## src/rtl/reorder_buffer.sv

```systemverilog
// Reorder buffer: circular in-order retirement buffer for a Tomasulo-style core.
//
// Allocates ROB ids 1..2**ROB_W-1 (id 0 means "none"). It captures ALU and MEM
// CDB results and answers two operand queries, with a same-cycle CDB bypass.
// One ready head entry retires per cycle. Branch mispredicts are detected at
// commit and raise a one-cycle flush.
//
// Ports:
//   clk_in, rst_n_in          clock, asynchronous active-low reset
//   flush_input               synchronous external flush (clears all entries)
//   issue_*                   allocation request: type (0 reg, 1 branch, 2 store),
//                             rd, predicted-taken, redirect PC
//   issue_rob_id, rob_full    id the next allocation receives; buffer-full flag
//   cdb_alu_*, cdb_mem_*      result broadcasts (id 0 = no broadcast)
//   qj_*/qk_*                 operand query id -> ready/value (combinational)
//   commit_rob_id/rd/value    registered retirement info (rd 0 = no regfile write)
//   store_commit              head store retired (pulse)
//   flush_output, redirect_pc mispredict flush pulse and target PC
module reorder_buffer #(
  parameter int unsigned ROB_W = 4
) (
  input  logic             clk_in,
  input  logic             rst_n_in,
  input  logic             flush_input,
  input  logic             issue_valid,
  input  logic [1:0]       issue_type,
  input  logic [4:0]       issue_rd,
  input  logic             issue_pred,
  input  logic [31:0]      issue_alt_pc,
  output logic [ROB_W-1:0] issue_rob_id,
  output logic             rob_full,
  input  logic [ROB_W-1:0] cdb_alu_rob_id,
  input  logic [31:0]      cdb_alu_value,
  input  logic [ROB_W-1:0] cdb_mem_rob_id,
  input  logic [31:0]      cdb_mem_value,
  input  logic [ROB_W-1:0] qj_id,
  input  logic [ROB_W-1:0] qk_id,
  output logic             qj_ready,
  output logic [31:0]      qj_value,
  output logic             qk_ready,
  output logic [31:0]      qk_value,
  output logic [ROB_W-1:0] commit_rob_id,
  output logic [4:0]       commit_rd,
  output logic [31:0]      commit_value,
  output logic             store_commit,
  output logic             flush_output,
  output logic [31:0]      redirect_pc
);

  localparam int unsigned Depth   = 2 ** ROB_W;
  localparam int unsigned RobSize = Depth - 1;

  typedef logic [ROB_W-1:0] id_t;

  localparam logic [1:0] TypeReg    = 2'd0;
  localparam logic [1:0] TypeBranch = 2'd1;
  localparam logic [1:0] TypeStore  = 2'd2;

  localparam id_t IdFirst = id_t'(1);
  localparam id_t IdLast  = id_t'(RobSize);

  // Pointer increment that skips id 0.
  function automatic id_t next_ptr(input id_t p);
    return (p == IdLast) ? IdFirst : p + id_t'(1);
  endfunction

  // Control state
  id_t              head_q, head_d;
  id_t              tail_q, tail_d;
  id_t              count_q, count_d;
  logic [Depth-1:0] busy_q, busy_d;
  logic [Depth-1:0] ready_q, ready_d;

  // Entry payload; slot 0 is never allocated. Validity is tracked by busy/ready.
  logic [1:0]  type_q  [Depth];
  logic [4:0]  rd_q    [Depth];
  logic        pred_q  [Depth];
  logic [31:0] alt_q   [Depth];
  logic [31:0] value_q [Depth];

  // Registered outputs
  id_t         commit_rob_id_q, commit_rob_id_d;
  logic [4:0]  commit_rd_q, commit_rd_d;
  logic [31:0] commit_value_q, commit_value_d;
  logic        store_commit_q, store_commit_d;
  logic        flush_output_q, flush_output_d;
  logic [31:0] redirect_pc_q, redirect_pc_d;

  logic commit_fire;
  logic mispredict;
  logic clear_all;
  logic issue_fire;
  logic alu_wr;
  logic mem_wr;

  assign issue_rob_id = tail_q;
  assign rob_full     = (count_q == IdLast);

  // ---------------------------------------------------------------------------
  // Event decode
  // ---------------------------------------------------------------------------
  always_comb begin
    commit_fire = !flush_input && busy_q[head_q] && ready_q[head_q];
    mispredict  = commit_fire && (type_q[head_q] == TypeBranch) &&
                  (value_q[head_q][0] != pred_q[head_q]);
    clear_all   = flush_input || mispredict;
    // When full, the head slot frees at this edge, so the tail (== head) can be
    // reused immediately and the buffer stays full.
    issue_fire  = issue_valid && !clear_all && (!rob_full || commit_fire);
    alu_wr      = !clear_all && (cdb_alu_rob_id != '0) && busy_q[cdb_alu_rob_id];
    mem_wr      = !clear_all && (cdb_mem_rob_id != '0) && busy_q[cdb_mem_rob_id];
  end

  // ---------------------------------------------------------------------------
  // Next-state for pointers and per-entry flags
  // ---------------------------------------------------------------------------
  always_comb begin
    busy_d  = busy_q;
    ready_d = ready_q;
    head_d  = head_q;
    tail_d  = tail_q;
    count_d = count_q;

    if (alu_wr) ready_d[cdb_alu_rob_id] = 1'b1;
    if (mem_wr) ready_d[cdb_mem_rob_id] = 1'b1;

    if (commit_fire) begin
      busy_d[head_q]  = 1'b0;
      ready_d[head_q] = 1'b0;
      head_d          = next_ptr(head_q);
    end

    // Applied after the commit clear so a reused full-buffer slot ends up busy.
    if (issue_fire) begin
      busy_d[tail_q]  = 1'b1;
      ready_d[tail_q] = 1'b0;
      tail_d          = next_ptr(tail_q);
    end

    if (issue_fire && !commit_fire) begin
      count_d = count_q + id_t'(1);
    end else if (!issue_fire && commit_fire) begin
      count_d = count_q - id_t'(1);
    end

    if (clear_all) begin
      busy_d  = '0;
      ready_d = '0;
      head_d  = IdFirst;
      tail_d  = IdFirst;
      count_d = '0;
    end
  end

  // ---------------------------------------------------------------------------
  // Next-state for registered commit outputs
  // ---------------------------------------------------------------------------
  always_comb begin
    commit_rob_id_d = '0;
    commit_rd_d     = '0;
    commit_value_d  = '0;
    store_commit_d  = 1'b0;
    flush_output_d  = 1'b0;
    redirect_pc_d   = '0;

    if (commit_fire) begin
      commit_rob_id_d = head_q;
      unique case (type_q[head_q])
        TypeReg: begin
          commit_rd_d    = rd_q[head_q];
          commit_value_d = value_q[head_q];
        end
        TypeStore: begin
          store_commit_d = 1'b1;
        end
        TypeBranch: begin
          if (mispredict) begin
            flush_output_d = 1'b1;
            redirect_pc_d  = alt_q[head_q];
          end
        end
        default: ;
      endcase
    end
  end

  // ---------------------------------------------------------------------------
  // State registers
  // ---------------------------------------------------------------------------
  always_ff @(posedge clk_in or negedge rst_n_in) begin
    if (!rst_n_in) begin
      head_q          <= IdFirst;
      tail_q          <= IdFirst;
      count_q         <= '0;
      busy_q          <= '0;
      ready_q         <= '0;
      commit_rob_id_q <= '0;
      commit_rd_q     <= '0;
      commit_value_q  <= '0;
      store_commit_q  <= 1'b0;
      flush_output_q  <= 1'b0;
      redirect_pc_q   <= '0;
    end else begin
      head_q          <= head_d;
      tail_q          <= tail_d;
      count_q         <= count_d;
      busy_q          <= busy_d;
      ready_q         <= ready_d;
      commit_rob_id_q <= commit_rob_id_d;
      commit_rd_q     <= commit_rd_d;
      commit_value_q  <= commit_value_d;
      store_commit_q  <= store_commit_d;
      flush_output_q  <= flush_output_d;
      redirect_pc_q   <= redirect_pc_d;
    end
  end

  // Payload storage needs no reset: stale contents are masked by busy/ready.
  always_ff @(posedge clk_in) begin
    if (issue_fire) begin
      type_q[tail_q] <= issue_type;
      rd_q[tail_q]   <= issue_rd;
      pred_q[tail_q] <= issue_pred;
      alt_q[tail_q]  <= issue_alt_pc;
    end
    if (mem_wr) value_q[cdb_mem_rob_id] <= cdb_mem_value;
    if (alu_wr) value_q[cdb_alu_rob_id] <= cdb_alu_value;
  end

  assign commit_rob_id = commit_rob_id_q;
  assign commit_rd     = commit_rd_q;
  assign commit_value  = commit_value_q;
  assign store_commit  = store_commit_q;
  assign flush_output  = flush_output_q;
  assign redirect_pc   = redirect_pc_q;

  // ---------------------------------------------------------------------------
  // Operand queries: id 0 is a constant zero, then ALU bypass, MEM bypass, store.
  // ---------------------------------------------------------------------------
  always_comb begin
    qj_ready = ready_q[qj_id];
    qj_value = value_q[qj_id];
    if (qj_id == '0) begin
      qj_ready = 1'b1;
      qj_value = '0;
    end else if (qj_id == cdb_alu_rob_id) begin
      qj_ready = 1'b1;
      qj_value = cdb_alu_value;
    end else if (qj_id == cdb_mem_rob_id) begin
      qj_ready = 1'b1;
      qj_value = cdb_mem_value;
    end
  end

  always_comb begin
    qk_ready = ready_q[qk_id];
    qk_value = value_q[qk_id];
    if (qk_id == '0) begin
      qk_ready = 1'b1;
      qk_value = '0;
    end else if (qk_id == cdb_alu_rob_id) begin
      qk_ready = 1'b1;
      qk_value = cdb_alu_value;
    end else if (qk_id == cdb_mem_rob_id) begin
      qk_ready = 1'b1;
      qk_value = cdb_mem_value;
    end
  end

endmodule

```

## config.mk

```make
export PLATFORM = sky130hd
export DESIGN_NAME = reorder_buffer
export DESIGN_NICKNAME = d
export VERILOG_FILES = /design/src/rtl/reorder_buffer.sv
export SDC_FILE = /design/constraint.sdc
export NUM_CORES = 2
export LEC_CHECK = 0
export CELL_PAD_IN_SITES_DETAIL_PLACEMENT = 1
export CELL_PAD_IN_SITES_GLOBAL_PLACEMENT = 1
export CORE_MARGIN = 3
export CORE_UTILIZATION = 47
export CTS_CLUSTER_DIAMETER = 40
export DETAILED_ROUTE_END_ITERATION = 12
export DONT_BUFFER_PORTS = 1
export PLACE_DENSITY_LB_ADDON = 0.1
export SLEW_MARGIN = 20
export SYNTH_ARGS = -nofsm -noshare
export SYNTH_HDL_FRONTEND = slang
export SYNTH_SLANG_ARGS = --single-unit
```

## constraint.sdc

```tcl
create_clock -name clk_in -period 4.6 [get_ports clk_in]
set_clock_uncertainty 0.15 [all_clocks]
set_input_delay 0.92 -clock clk_in [delete_from_list [all_inputs] [get_ports clk_in]]
set_output_delay 0.92 -clock clk_in [all_outputs]
set_load 0.1 [all_outputs]
```

==> impl_metrics.ini <==
[min_path]
hold-path-cell-count = 0
min_to = rd_q[14][1]
hp-class = in2reg
worstHoldStart = issue_rd[1]

[setup_path]
crit_required_ns = 3.53
arrival_ns = 3.31
crit_path_cell_trace = mux4_2 > mux4_2 > mux2i_1 > a211oi_4 > buf_4
crit_path_start_kind = flop
cp_max_fo = 3
r2r_slack_ns = 0.37
max_stage_delay_ns = 0.71
crit_top_cell = mux4_2
rr_startpoint = head_q[0]
critPathCaptureType = output port
path_class = reg2out
regToRegEndpoint = alt_q[0][23]
reg2reg_depth = 11
slowest_stage = mux2i_1

[place]
dp_hpwl_microns = 116000
io_buffers = 0
pre_cts_ws_ns = 0.343
gp_congestion = 0.836

[floorplanning]
die_h_microns = 379
io_pins = 270
initial_core_util_pct = 47.5
num_rows = 136
dieArea_sq_um = 144000
die_x_microns = 379
fp.coreArea_sq_um = 138000

[clocking]
numClockSinks = 1271
insertion_delay_ns = 0.81
cts_root_buf = clkbuf_16
htree_levels = 4
cts_tree = done
path_clk_slew_ns = 0.06
cts_setup_buffers = 0
cts_buffer_depth = 3
cts_buffers = 202

[synthesis]
ys_types = 57
avgSynthCellArea_sq_um = 19.0
synth.cell_area_sq_um = 65500
yosysSeqAreaShare_pct = 57.4
yosys_warnings = 0
synth_edf_count = 1152
async_flop_share_pct = 9.36
synthFlopType = edfxtp_1
ys_seq_elements = 1271
netlist_instances = 3446

[sta]
max_freq_ghz = 0.228
tightest_slew_ns = 1.12
setup_tns_ns = 0
finalSetupViolations = 0
max-slew-margin-rel_pct = 25.0
worst_slack_ns = 0.217
finalCritPeriodShare_pct = 95.3
timing.final.hold_violations = 0
period_needed_ns = 4.38
rsz0062_at_grt = false
slew_viol_final = 0

[finish]
mostFrequentLayoutCells = edfxtp_1 (1152), mux4_2 (694), mux2_4 (282), clkbuf_16 (207), mux2_2 (121)
layout.nets = 3649
syn_to_final_growth_pct = 18.1
final_common_cell = edfxtp_1
drive_gt1_share_pct = 47.7
final_util_pct = 56.1

[detailed_routing]
drcViolationCount = 0
antenna_left = 0
firstDrtPassIters = 5
avgViaCountPerCell = 6.66
post_drt_wl_per_cell_microns = 37.4
via_count = 37000
drt_iter0_drc = 3987
drt-total-wl_microns = 208000

[global_route]
grt_pass1_wl_microns = 298000
grt_pass1_vias = 40200
grt-ovfl-total = 0
grt_use_total_pct = 29.3
antenna_found_initial = 6
grt_max_degree = 137

[flow_run]
max_cap_violations = 0

[status]
status = completed

[power]
p_per_area_nw_per_um2 = 401
power_leakage_uw = 0.0264
ir_drop_mv = 0.478
routing by layer:
layer  part of all wire, %  GRT usage, %  vias up
met3                   7.9          6.77      457
li1                      -             -    14500
met2                    50          48.9     1776
met1                    38          37.3    20200
met4                   3.7          11.2        0
met5                     0             0        -
Yosys cell counts (all sizes together), types with 2 or more instances:
| cell | n | area [sq um] |
|---|---|---|
| edfxtp | 1152 | 34600 |
| mux4 | 694 | 15600 |
| mux2 | 484 | 6510 |
| clkbuf | 266 | 998 |
| buf | 132 | 836 |
| dfrtp | 117 | 2930 |
| nor2 | 98 | 373 |
| a211oi | 75 | 563 |
| mux2i | 71 | 711 |
| and3 | 50 | 313 |
| and2 | 46 | 288 |
| nand2 | 33 | 124 |
| o21ai | 28 | 140 |
| a21oi | 26 | 130 |
| inv | 21 | 83.8 |
| xnor2 | 19 | 166 |
| o22ai | 17 | 106 |
| nor3 | 16 | 158 |
| nand3 | 13 | 65.1 |
| nand4 | 11 | 68.8 |
| ha | 10 | 125 |
| nor2b | 9 | 56.3 |
| a22oi | 7 | 52.6 |
| nand2b | 6 | 37.5 |
| nor3b | 5 | 37.5 |
| nor4 | 5 | 31.3 |
| a31o | 4 | 35.0 |
| a22o | 3 | 26.3 |
| o2111a | 3 | 33.8 |
| o211ai | 3 | 22.5 |
| or2 | 3 | 18.8 |
| a21o | 2 | 15.0 |
| and4b | 2 | 20.0 |
| dfstp | 2 | 52.6 |
| xor2 | 2 | 17.5 |
power by group:
group | switching [uW] | internal [uW] | total, uW
logic | 1390 | 1140 | 2530
registers | 64.3 | 12700 | 12800
clock network | 5670 | 10000 | 15700
total | 7120 | 23900 | 31000
kinds of logic after synthesis:
kind of cell / share of synthesized area, %
fa+ha+maj: 0.222
xor+xnor: 0.281
simple gates: 2.48
other cells: 0.00573
mux: 34.9
flops: 57.4
compound gates: 1.82
buf+inv: 2.93
timing repair:
item | CTS | global route
gates resized for setup | 0 | 0
hold endpoints to repair | 408 | 0
hold buffers | 36 | 0
worst max path at each step:
stage	end	startpoint	cells after the start
floorplan	qj_value[21]	qj_id[2]	5
global placement	alt_q[6][23]	head_q[0]	11
detailed placement	alt_q[5][7]	head_q[0]	11
CTS	qj_value[0]	value_q[7][0]	5
global route	qj_value[0]	value_q[7][0]	5
finish	qj_value[0]	value_q[7][0]	5
critical path: cells and delay by family, from the launching register on:
kind,cells,cell delay (ns)
AOI/OAI and AO/OA,1,0.12
buffers and inverters,1,0.27
DFF,1,0.45
muxes,3,1.66
sequential cells by signal, summed over array words and instances (netlist names):
register       flops
alt_q            512
value_q          512
rd_q              80
commit_value      32
redirect_pc       32
type_q            32
busy_q            16
pred_q            16
ready_q           16
commit_rd          5
commit_rob_id      4
count_q            4
head_q             4
issue_rob_id       4
flush_output       1
store_commit       1
metrics by stage:
stage / total power, uW / hold slack [ns] / area, sq um / cells
after floorplan: 15000 / 0.349 / 66400 / 3477
after CTS: 31300 / 0.000553 / 77300 / 5552
final: 31000 / 0.0584 / 77400 / 5556
after detailed placement: 15400 / 0.401 / 69900 / 5135
after global placement: 15400 / 0.381 / 69900 / 5135
after global routing: 31900 / 0.00890 / 77400 / 5554
cell type report:
class	instances	area, sq um
Fill cell	11700	60600
Sequential cell	1271	37600
Multi-Input combinational cell	1787	27100
Clock buffer	244	5390
Timing Repair Buffer	231	3190
Tap cell	1863	2330
Clock inverter	137	1670
Inverter	21	88.8
Antenna cell	2	5.00
Note: power is estimated with default switching activity, not from simulation.
